### src/rtl/bmp_stream_encoder.sv
// Streams a 24-bpp BMP file (54-byte header, pixels, per-row zero padding); first byte one cycle after start.
// One byte per cycle when byte_ready stays high; output register holds on byte_ready low, pix_ready only when it can load.
module bmp_stream_encoder (
    input  logic        clk,
    input  logic        rst,
    input  logic        start,
    input  logic [15:0] img_width,
    input  logic [15:0] img_height,
    input  logic [23:0] pix_data,
    input  logic        pix_valid,
    output logic        pix_ready,
    output logic [7:0]  byte_data,
    output logic        byte_valid,
    input  logic        byte_ready,
    output logic        busy,
    output logic        done
);

    typedef enum logic [2:0] {IDLE, HDR, PIX, PAD, FIN} state_t;

    state_t      state;
    logic [15:0] w_q;
    logic [15:0] h_q;
    logic [15:0] col;
    logic [15:0] row;
    logic [1:0]  pad_q;
    logic [1:0]  pad_cnt;
    logic [1:0]  slot;
    logic [5:0]  hdr_idx;
    logic [31:0] file_size;
    logic [31:0] img_size;
    logic [15:0] pix_q;

    logic        load;
    logic        last_row;
    logic [31:0] stride_c;
    logic [31:0] img_size_c;
    logic [5:0]  sel;
    logic [31:0] field;
    logic [7:0]  hdr_byte;

    assign load      = !byte_valid || byte_ready;
    assign pix_ready = (state == PIX) && (slot == 2'd0) && load;
    assign last_row  = ((row + 16'd1) == h_q);

    assign stride_c   = {16'd0, img_width} * 32'd3 + {30'd0, img_width[1:0]};
    assign img_size_c = stride_c * {16'd0, img_height};

    // Header fields from byte 2 onward sit on 4-byte boundaries offset by 2,
    // so (idx-2) splits cleanly into a word select and a byte lane.
    always_comb begin
        sel   = hdr_idx - 6'd2;
        field = 32'd0;
        case (sel[5:2])
            4'd0:    field = file_size;
            4'd2:    field = 32'd54;
            4'd3:    field = 32'd40;
            4'd4:    field = {16'd0, w_q};
            4'd5:    field = {16'd0, h_q};
            4'd6:    field = 32'h0018_0001;
            4'd8:    field = img_size;
            4'd9:    field = 32'd2835;
            4'd10:   field = 32'd2835;
            default: field = 32'd0;
        endcase
        hdr_byte = field[8*sel[1:0] +: 8];
        if (hdr_idx < 6'd2) begin
            hdr_byte = hdr_idx[0] ? 8'h4D : 8'h42;
        end
    end

    always_ff @(posedge clk or negedge rst) begin
        if (!rst) begin
            state      <= IDLE;
            w_q        <= 16'd0;
            h_q        <= 16'd0;
            col        <= 16'd0;
            row        <= 16'd0;
            pad_q      <= 2'd0;
            pad_cnt    <= 2'd0;
            slot       <= 2'd0;
            hdr_idx    <= 6'd0;
            file_size  <= 32'd0;
            img_size   <= 32'd0;
            pix_q      <= 16'd0;
            byte_data  <= 8'd0;
            byte_valid <= 1'b0;
            busy       <= 1'b0;
            done       <= 1'b0;
        end else begin
            done <= 1'b0;
            case (state)
                IDLE: begin
                    if (start) begin
                        w_q        <= img_width;
                        h_q        <= img_height;
                        pad_q      <= img_width[1:0];
                        img_size   <= img_size_c;
                        file_size  <= img_size_c + 32'd54;
                        col        <= 16'd0;
                        row        <= 16'd0;
                        slot       <= 2'd0;
                        pad_cnt    <= 2'd0;
                        hdr_idx    <= 6'd1;
                        byte_data  <= 8'h42;
                        byte_valid <= 1'b1;
                        busy       <= 1'b1;
                        state      <= HDR;
                    end
                end
                HDR: begin
                    if (load) begin
                        byte_data  <= hdr_byte;
                        byte_valid <= 1'b1;
                        hdr_idx    <= hdr_idx + 6'd1;
                        if (hdr_idx == 6'd53) begin
                            state <= (w_q == 16'd0 || h_q == 16'd0) ? FIN : PIX;
                        end
                    end
                end
                PIX: begin
                    if (load) begin
                        case (slot)
                            2'd0: begin
                                if (pix_valid) begin
                                    byte_data  <= pix_data[23:16];
                                    byte_valid <= 1'b1;
                                    pix_q      <= pix_data[15:0];
                                    slot       <= 2'd1;
                                end else begin
                                    byte_valid <= 1'b0;
                                end
                            end
                            2'd1: begin
                                byte_data  <= pix_q[15:8];
                                byte_valid <= 1'b1;
                                slot       <= 2'd2;
                            end
                            2'd2: begin
                                byte_data  <= pix_q[7:0];
                                byte_valid <= 1'b1;
                                slot       <= 2'd0;
                                if ((col + 16'd1) == w_q) begin
                                    if (pad_q != 2'd0) begin
                                        pad_cnt <= 2'd0;
                                        state   <= PAD;
                                    end else begin
                                        col   <= 16'd0;
                                        row   <= row + 16'd1;
                                        state <= last_row ? FIN : PIX;
                                    end
                                end else begin
                                    col <= col + 16'd1;
                                end
                            end
                            default: slot <= 2'd0;
                        endcase
                    end
                end
                PAD: begin
                    if (load) begin
                        byte_data  <= 8'h00;
                        byte_valid <= 1'b1;
                        pad_cnt    <= pad_cnt + 2'd1;
                        if ((pad_cnt + 2'd1) == pad_q) begin
                            col   <= 16'd0;
                            row   <= row + 16'd1;
                            state <= last_row ? FIN : PIX;
                        end
                    end
                end
                FIN: begin
                    // The final byte is already in the output register; wait for it to leave.
                    if (byte_ready) begin
                        byte_valid <= 1'b0;
                        busy       <= 1'b0;
                        done       <= 1'b1;
                        state      <= IDLE;
                    end
                end
                default: state <= IDLE;
            endcase
        end
    end

endmodule

### config.mk
export PLATFORM = sky130hd
export DESIGN_NAME = bmp_stream_encoder
export DESIGN_NICKNAME = d
export VERILOG_FILES = /design/src/rtl/bmp_stream_encoder.sv
export SDC_FILE = /design/constraint.sdc
export NUM_CORES = 1
export LEC_CHECK = 0
export CAP_MARGIN = 15
export CORE_MARGIN = 5
export CORE_UTILIZATION = 55
export DETAILED_ROUTE_END_ITERATION = 16
export GPL_TIMING_DRIVEN = 1
export PLACE_DENSITY = 0.75
export SLEW_MARGIN = 25
export SYNTH_ARGS = -nofsm -noshare
export SYNTH_HDL_FRONTEND = slang
export SYNTH_SLANG_ARGS = --single-unit
### constraint.sdc
create_clock -name clk -period 4.1 [get_ports clk]
set_input_delay 0.82 -clock clk [delete_from_list [all_inputs] [get_ports clk]]
set_output_delay 0.82 -clock clk [all_outputs]
set_load 0.05 [all_outputs]
==> metrics.cfg, run 1 <==
[clock_network]
clock_path_buffers = 2
ctsHoldBuffers = 0
cts_buffers = 17
cts_root_buf = clkbuf_16
cts.sinks = 166
htree_levels = 4
tritoncts = done
clk_latency_ns = 0.44
cts.clk_slew.worst_paths_ns = 0.07

[detailed_routing]
first_iter_violations = 1827
drtAntennaViolNets = 0
drc = 0
dr_total_vias = 18600
wl_per_cell_um = 19.3
dr.pass1.iters = 6
routed_wl_mm = 60.9
vias_per_cell = 5.92

[timing]
fin_skew_ns = 0.0133
relSlewSlack_pct = 44.8
setup_viol = 54
finalWorstSetupSlack_ns = -4.44
rsz0062_at_grt = true
period_share_pct = 208
max_freq_mhz = 117
period_needed_ns = 8.54
tightest_slew_ns = 0.828
finalSetupTns_ns = -174.19
slew_violations = 0
hold_viol = 0

[finish]
post-route-util_pct = 72.2
diodes = 0
multi_input_area_mm2 = 0.0157
nets = 3077
layout_common_cells = nand2_1 (389), buf_4 (299), inv_1 (264)
nFillCells = 2478
layout-drive-gt1-share_pct = 24.3
final_common_cell = nand2_1
syn_to_final_growth_pct = 29.3
seqCellArea_mm2 = 0.00415

[worst_setup_path]
critPathKind = in -> reg
cp.required_ns = 4.46
slowest_stage = fa_1
worstPathMaxFanout = 7
max_stage_delay_ns = 0.56
cpMostUsedCell = fa_1
cp-end-kind = flip-flop
cp-start-kind = input pin
worstPathArrival_ns = 8.90

[grt]
top_usage_layer = met2
grt_pass1_vias = 19000
grt_overflow = 0
gr-usage-all-layers_pct = 30.2
gr-usage-met2_pct = 52.2
grt_use_met3_pct = 3.99
grt_pass1_wl_mm = 97.3
grt_max_degree = 89
use_met1_pct = 38.0
antenna_found_initial = 0

[place]
dp_slack_ns = -5.47
io_buffers = 72
place_hpwl_mm = 45.7
place.gp.congestion = 0.971

[floorplan]
start_util_pct = 55.8
die_x_um = 200
dieArea_mm2 = 0.0400
io_pins = 73
row_count = 69
die_y_um = 200
core_mm2 = 0.0356

[yosys]
synth_nets = 2764
synth-edff-count = 0
seq_area_frac_synth_pct = 20.9
mappedNetlistArea_mm2 = 0.0199
synth_ff_type = dfrtp_1
synthDistinctLibCells = 79
synthCells = 2359
async_flop_share_pct = 100
yosys_warnings = 0
ys_ff_latch = 166
synth.avg_cell_area_um2 = 8.42

[flow_run]
max_cap_viol_count = 0

[run_status]
violations = negative setup slack
status = finished with violations

[worst_hold_path]
hold_path.class = in -> async

[cells by family after synthesis]
family          count (synthesis)  synth area share (%)
simple gates                  872                  21.1
buf+inv                       413                  7.88
flops                         166                  20.9
compound gates                432                  14.3
mux                            24                  1.31
fa+ha+maj                     344                  29.5
xor+xnor                      108                  4.93
[state kept, by name (all words and copies together) (netlist names), 2 cells and up]
signal	flops
state	3
pix_q	16
hdr_idx	6
h_q	16
byte_data	8
slot	2
img_size	31
pad_cnt	2
w_q	16
col	16
file_size	31
row	16
[area by class of cell]
type / count / area share, %
Multi-Input combinational cell: 1780 / 61.2
Sequential cell: 166 / 16.2
Inverter: 289 / 4.27
Timing Repair Buffer: 418 / 13.8
Tap cell: 461 / 2.25
Clock inverter: 14 / 0.604
Clock buffer: 18 / 1.71
[metal layers]
layer  vias up  routed length, um
li1       8445                  -
met1      9102              22900
met2       835              30400
met3       238               4210
met4         0               3370
met5         -                  0
[Yosys cell counts, drive strengths merged, types with 19 or more instances]
library cell | count | area [um2]
nand2 | 412 | 1550
inv | 289 | 1080
fa | 207 | 4140
dfrtp | 166 | 4150
and2 | 140 | 876
ha | 137 | 1710
o21ai | 136 | 688
clkbuf | 104 | 390
nor2 | 95 | 357
xnor2 | 73 | 639
a21oi | 70 | 350
nand3 | 50 | 263
xor2 | 34 | 317
nor3 | 30 | 161
and3 | 28 | 175
a31oi | 26 | 163
a22oi | 25 | 188
a221oi | 24 | 210
a21o | 20 | 150
buf | 20 | 90.1
nand4 | 19 | 119
nor4 | 19 | 140
[critical path: cells and delay by family]
kind	cells	cell delay, ns
buf+inv	10	0.73
compound gates	4	0.71
fa+ha+maj	9	3.81
simple gates	10	2.29
xor+xnor	3	0.54
[through the flow]
stage,cell area [um2],hold WS (ns),instances
3_3_place_gp,23700,0.453,3075
6_report,25700,0.432,3146
3_5_place_dp,23700,0.466,3075
5_1_grt,25700,0.511,3146
2_1_floorplan,20600,0.440,2359
4_1_cts,25100,0.476,3133
[worst paths after layout]
kind | startpoint | to | slack [ns] | cells past startpoint
max in group asynchronous | rst | file_size[26] | 2.69 | 2
worst max register to register | col[0] | row[9] | 0.48 | 10
worst min-delay path | rst | col[8] | 0.43 | 1
worst max-delay path | img_width[0] | file_size[27] | -4.44 | 36
min in group clk | img_size[13] | img_size[13] | 0.48 | 2
worst min register to register | img_size[13] | img_size[13] | 0.48 | 2
[what timing repair did]
| item | 4_1_cts | 5_1_grt |
|---|---|---|
| pin swaps | 79 | 79 |
| setup endpoints to repair | 56 | 55 |
| gates resized for setup | 168 | 110 |
| setup buffers | 30 | 23 |
Power of run 1 is not shown: default switching activity piles up to over one toggle a cycle in this logic, so the estimate is an artifact.
==> run 2: changes to the inputs <==
- GPL_TIMING_DRIVEN: 1 -> 0
==> run 2 against run 1 <==
  * The flow still finishes with violations (negative setup slack)
  * Worst hold slack worse by 0.076 ns
  * Clock-buffer cell count up 2
  * Core utilization down 1.8 points
  * Via count up 1.0%
  * Critical path depth up 4
  * Clock skew up 0.010 ns
  * Non-clock buffer count down 99
  * Highest routed layer unchanged
  * Setup slack worse by 0.38 ns
  * Routed wire length up 9.2%
==> metrics.cfg, run 2 (same netlist as run 1, synthesis figures left out) <==
[grt]
grt_pass1_vias = 19300  ; +1.7%
grt_overflow = 0  ; unchanged
grt_pass1_wl_mm = 103  ; +6.3%
antenna_found_initial = 1  ; +1
grt_max_degree = 89  ; unchanged
gr-usage-all-layers_pct = 33.1  ; +2.8 points

[clock_network]
cts_root_buf = clkbuf_16
ctsHoldBuffers = 0  ; unchanged
cts_buffers = 17  ; unchanged
tritoncts = done
htree_levels = 4  ; unchanged
cts.sinks = 166  ; unchanged
cts.clk_slew.worst_paths_ns = 0.07  ; about the same
clk_latency_ns = 0.46  ; +0.02 ns
clock_path_buffers = 2  ; unchanged

[detailed_routing]
first_iter_violations = 1719  ; -5.9%
wl_per_cell_um = 21.8  ; +13%
vias_per_cell = 6.17  ; +4.3%
drtAntennaViolNets = 0  ; unchanged
dr_total_vias = 18800  ; +1.0%
dr.pass1.iters = 6  ; unchanged
routed_wl_mm = 66.4  ; +9.2%
drc = 0  ; unchanged

[timing]
period_needed_ns = 8.92  ; +0.378 ns
fin_skew_ns = 0.0235  ; +0.0102 ns
period_share_pct = 218  ; +9.2 points
tightest_slew_ns = 0.986  ; +0.157 ns
relSlewSlack_pct = 33.8  ; -11 points
slew_violations = 0  ; unchanged
setup_viol = 54  ; unchanged
finalWorstSetupSlack_ns = -4.82  ; -0.378 ns
hold_viol = 0  ; unchanged
max_freq_mhz = 112  ; -4.2%
rsz0062_at_grt = true

[place]
place.gp.congestion = 1.01  ; +4.1%
io_buffers = 66  ; -8.3%
place_hpwl_mm = 48.1  ; +5.4%

[worst_setup_path]
cpMostUsedCell = inv_2
cp-end-kind = flip-flop
worstPathMaxFanout = 6  ; -1
cp-start-kind = input pin
reg2reg_depth = 13  ; +3
critical_path.reg2reg.startpoint = hdr_idx[1]
critPathKind = in -> reg
cp.required_ns = 4.43  ; -0.03 ns
worstPathArrival_ns = 9.25  ; +0.35 ns
max_stage_delay_ns = 0.61  ; +0.05 ns
rrSetupSlack_ns = 0.05  ; -0.43 ns
slowest_stage = fa_1
timing.rr.end = byte_data[2]

[finish]
nFillCells = 2612  ; +5.4%
reg.largest.list = file_size (31), img_size (31)
nets = 2978  ; -3.2%
post-route-util_pct = 70.4  ; -1.8 points
syn_to_final_growth_pct = 26.1
final_common_cell = nand2_1
layout-drive-gt1-share_pct = 19.9  ; -4.4 points
layout_common_cells = nand2_1 (384), inv_1 (256), fa_1 (198)

[floorplan]
start_util_pct = 55.8  ; unchanged
core_mm2 = 0.0356  ; unchanged
io_pins = 73  ; unchanged
row_count = 69  ; unchanged
dieArea_mm2 = 0.0400  ; unchanged
die_y_um = 200  ; unchanged
die_x_um = 200  ; unchanged

[worst_hold_path]
hold_path.class = in -> async

[run_status]
violations = negative setup slack
status = finished with violations

[flow_run]
max_cap_viol_count = 0  ; unchanged

==> run 2: worst max-delay path by stage <==
stage / start / end / slack [ns] / depth (start not counted)
after floorplan: img_width[2] / file_size[27] / -4.60 / 33
after global placement: img_width[1] / file_size[27] / -6.52 / 34
after detailed placement: img_width[1] / file_size[27] / -6.71 / 34
after CTS: img_width[4] / file_size[27] / -4.77 / 36
after global routing: img_width[5] / file_size[27] / -5.09 / 36
final: img_width[0] / file_size[27] / -4.82 / 40
==> run 2: area by class of cell <==
type	instances	area [um2]	area share [%]
inverters	289	1100	4.40
diodes	1	2.50	0.00999
multi-input cells	1780	16000	64.1
plain buffers	120	629	2.51
well taps	461	577	2.30
clock buffers	20	457	1.82
flip-flops and latches	166	4150	16.6
clock inverters	12	213	0.849
repair buffers	199	1860	7.43
==> run 2: worst max-delay path, delay by kind of cell <==
family	cells	cell delay, ns
compound gates	8	1.52
buf+inv	12	1.07
xor+xnor	2	0.45
fa+ha+maj	9	3.56
simple gates	9	1.81
==> run 2: metal layers <==
layer	vias up	wire, um	track usage (%)
li1	8242	-	-
met5	-	0	0
met2	970	31700	54.7
met1	9329	24800	41.4
met3	269	5820	6.21
met4	0	4100	17.4
==> run 2: repair_timing <==
action | in CTS | in global routing
pin swaps | 116 | 103
setup buffers | 102 | 47
endpoints found under the setup margin | 64 | 95
cloned | 0 | 0
hold endpoints to repair | 0 | 0
gates resized for setup | 249 | 145
==> run 2: metrics by stage <==
step	area, um2	std cells	TNS [ns]	hold slack (ns)	setup WS [ns]
floorplan	20600	2359	-170.74	0.440	-4.60
global placement	21900	2886	-1023.77	0.460	-6.52
detailed placement	21900	2887	-271.91	0.465	-6.71
CTS	24200	3018	-182.05	0.374	-4.77
global route	25000	3047	-198.34	0.395	-5.09
finish	25000	3048	-187.00	0.355	-4.82
Power of run 2 is left out for the same reason.
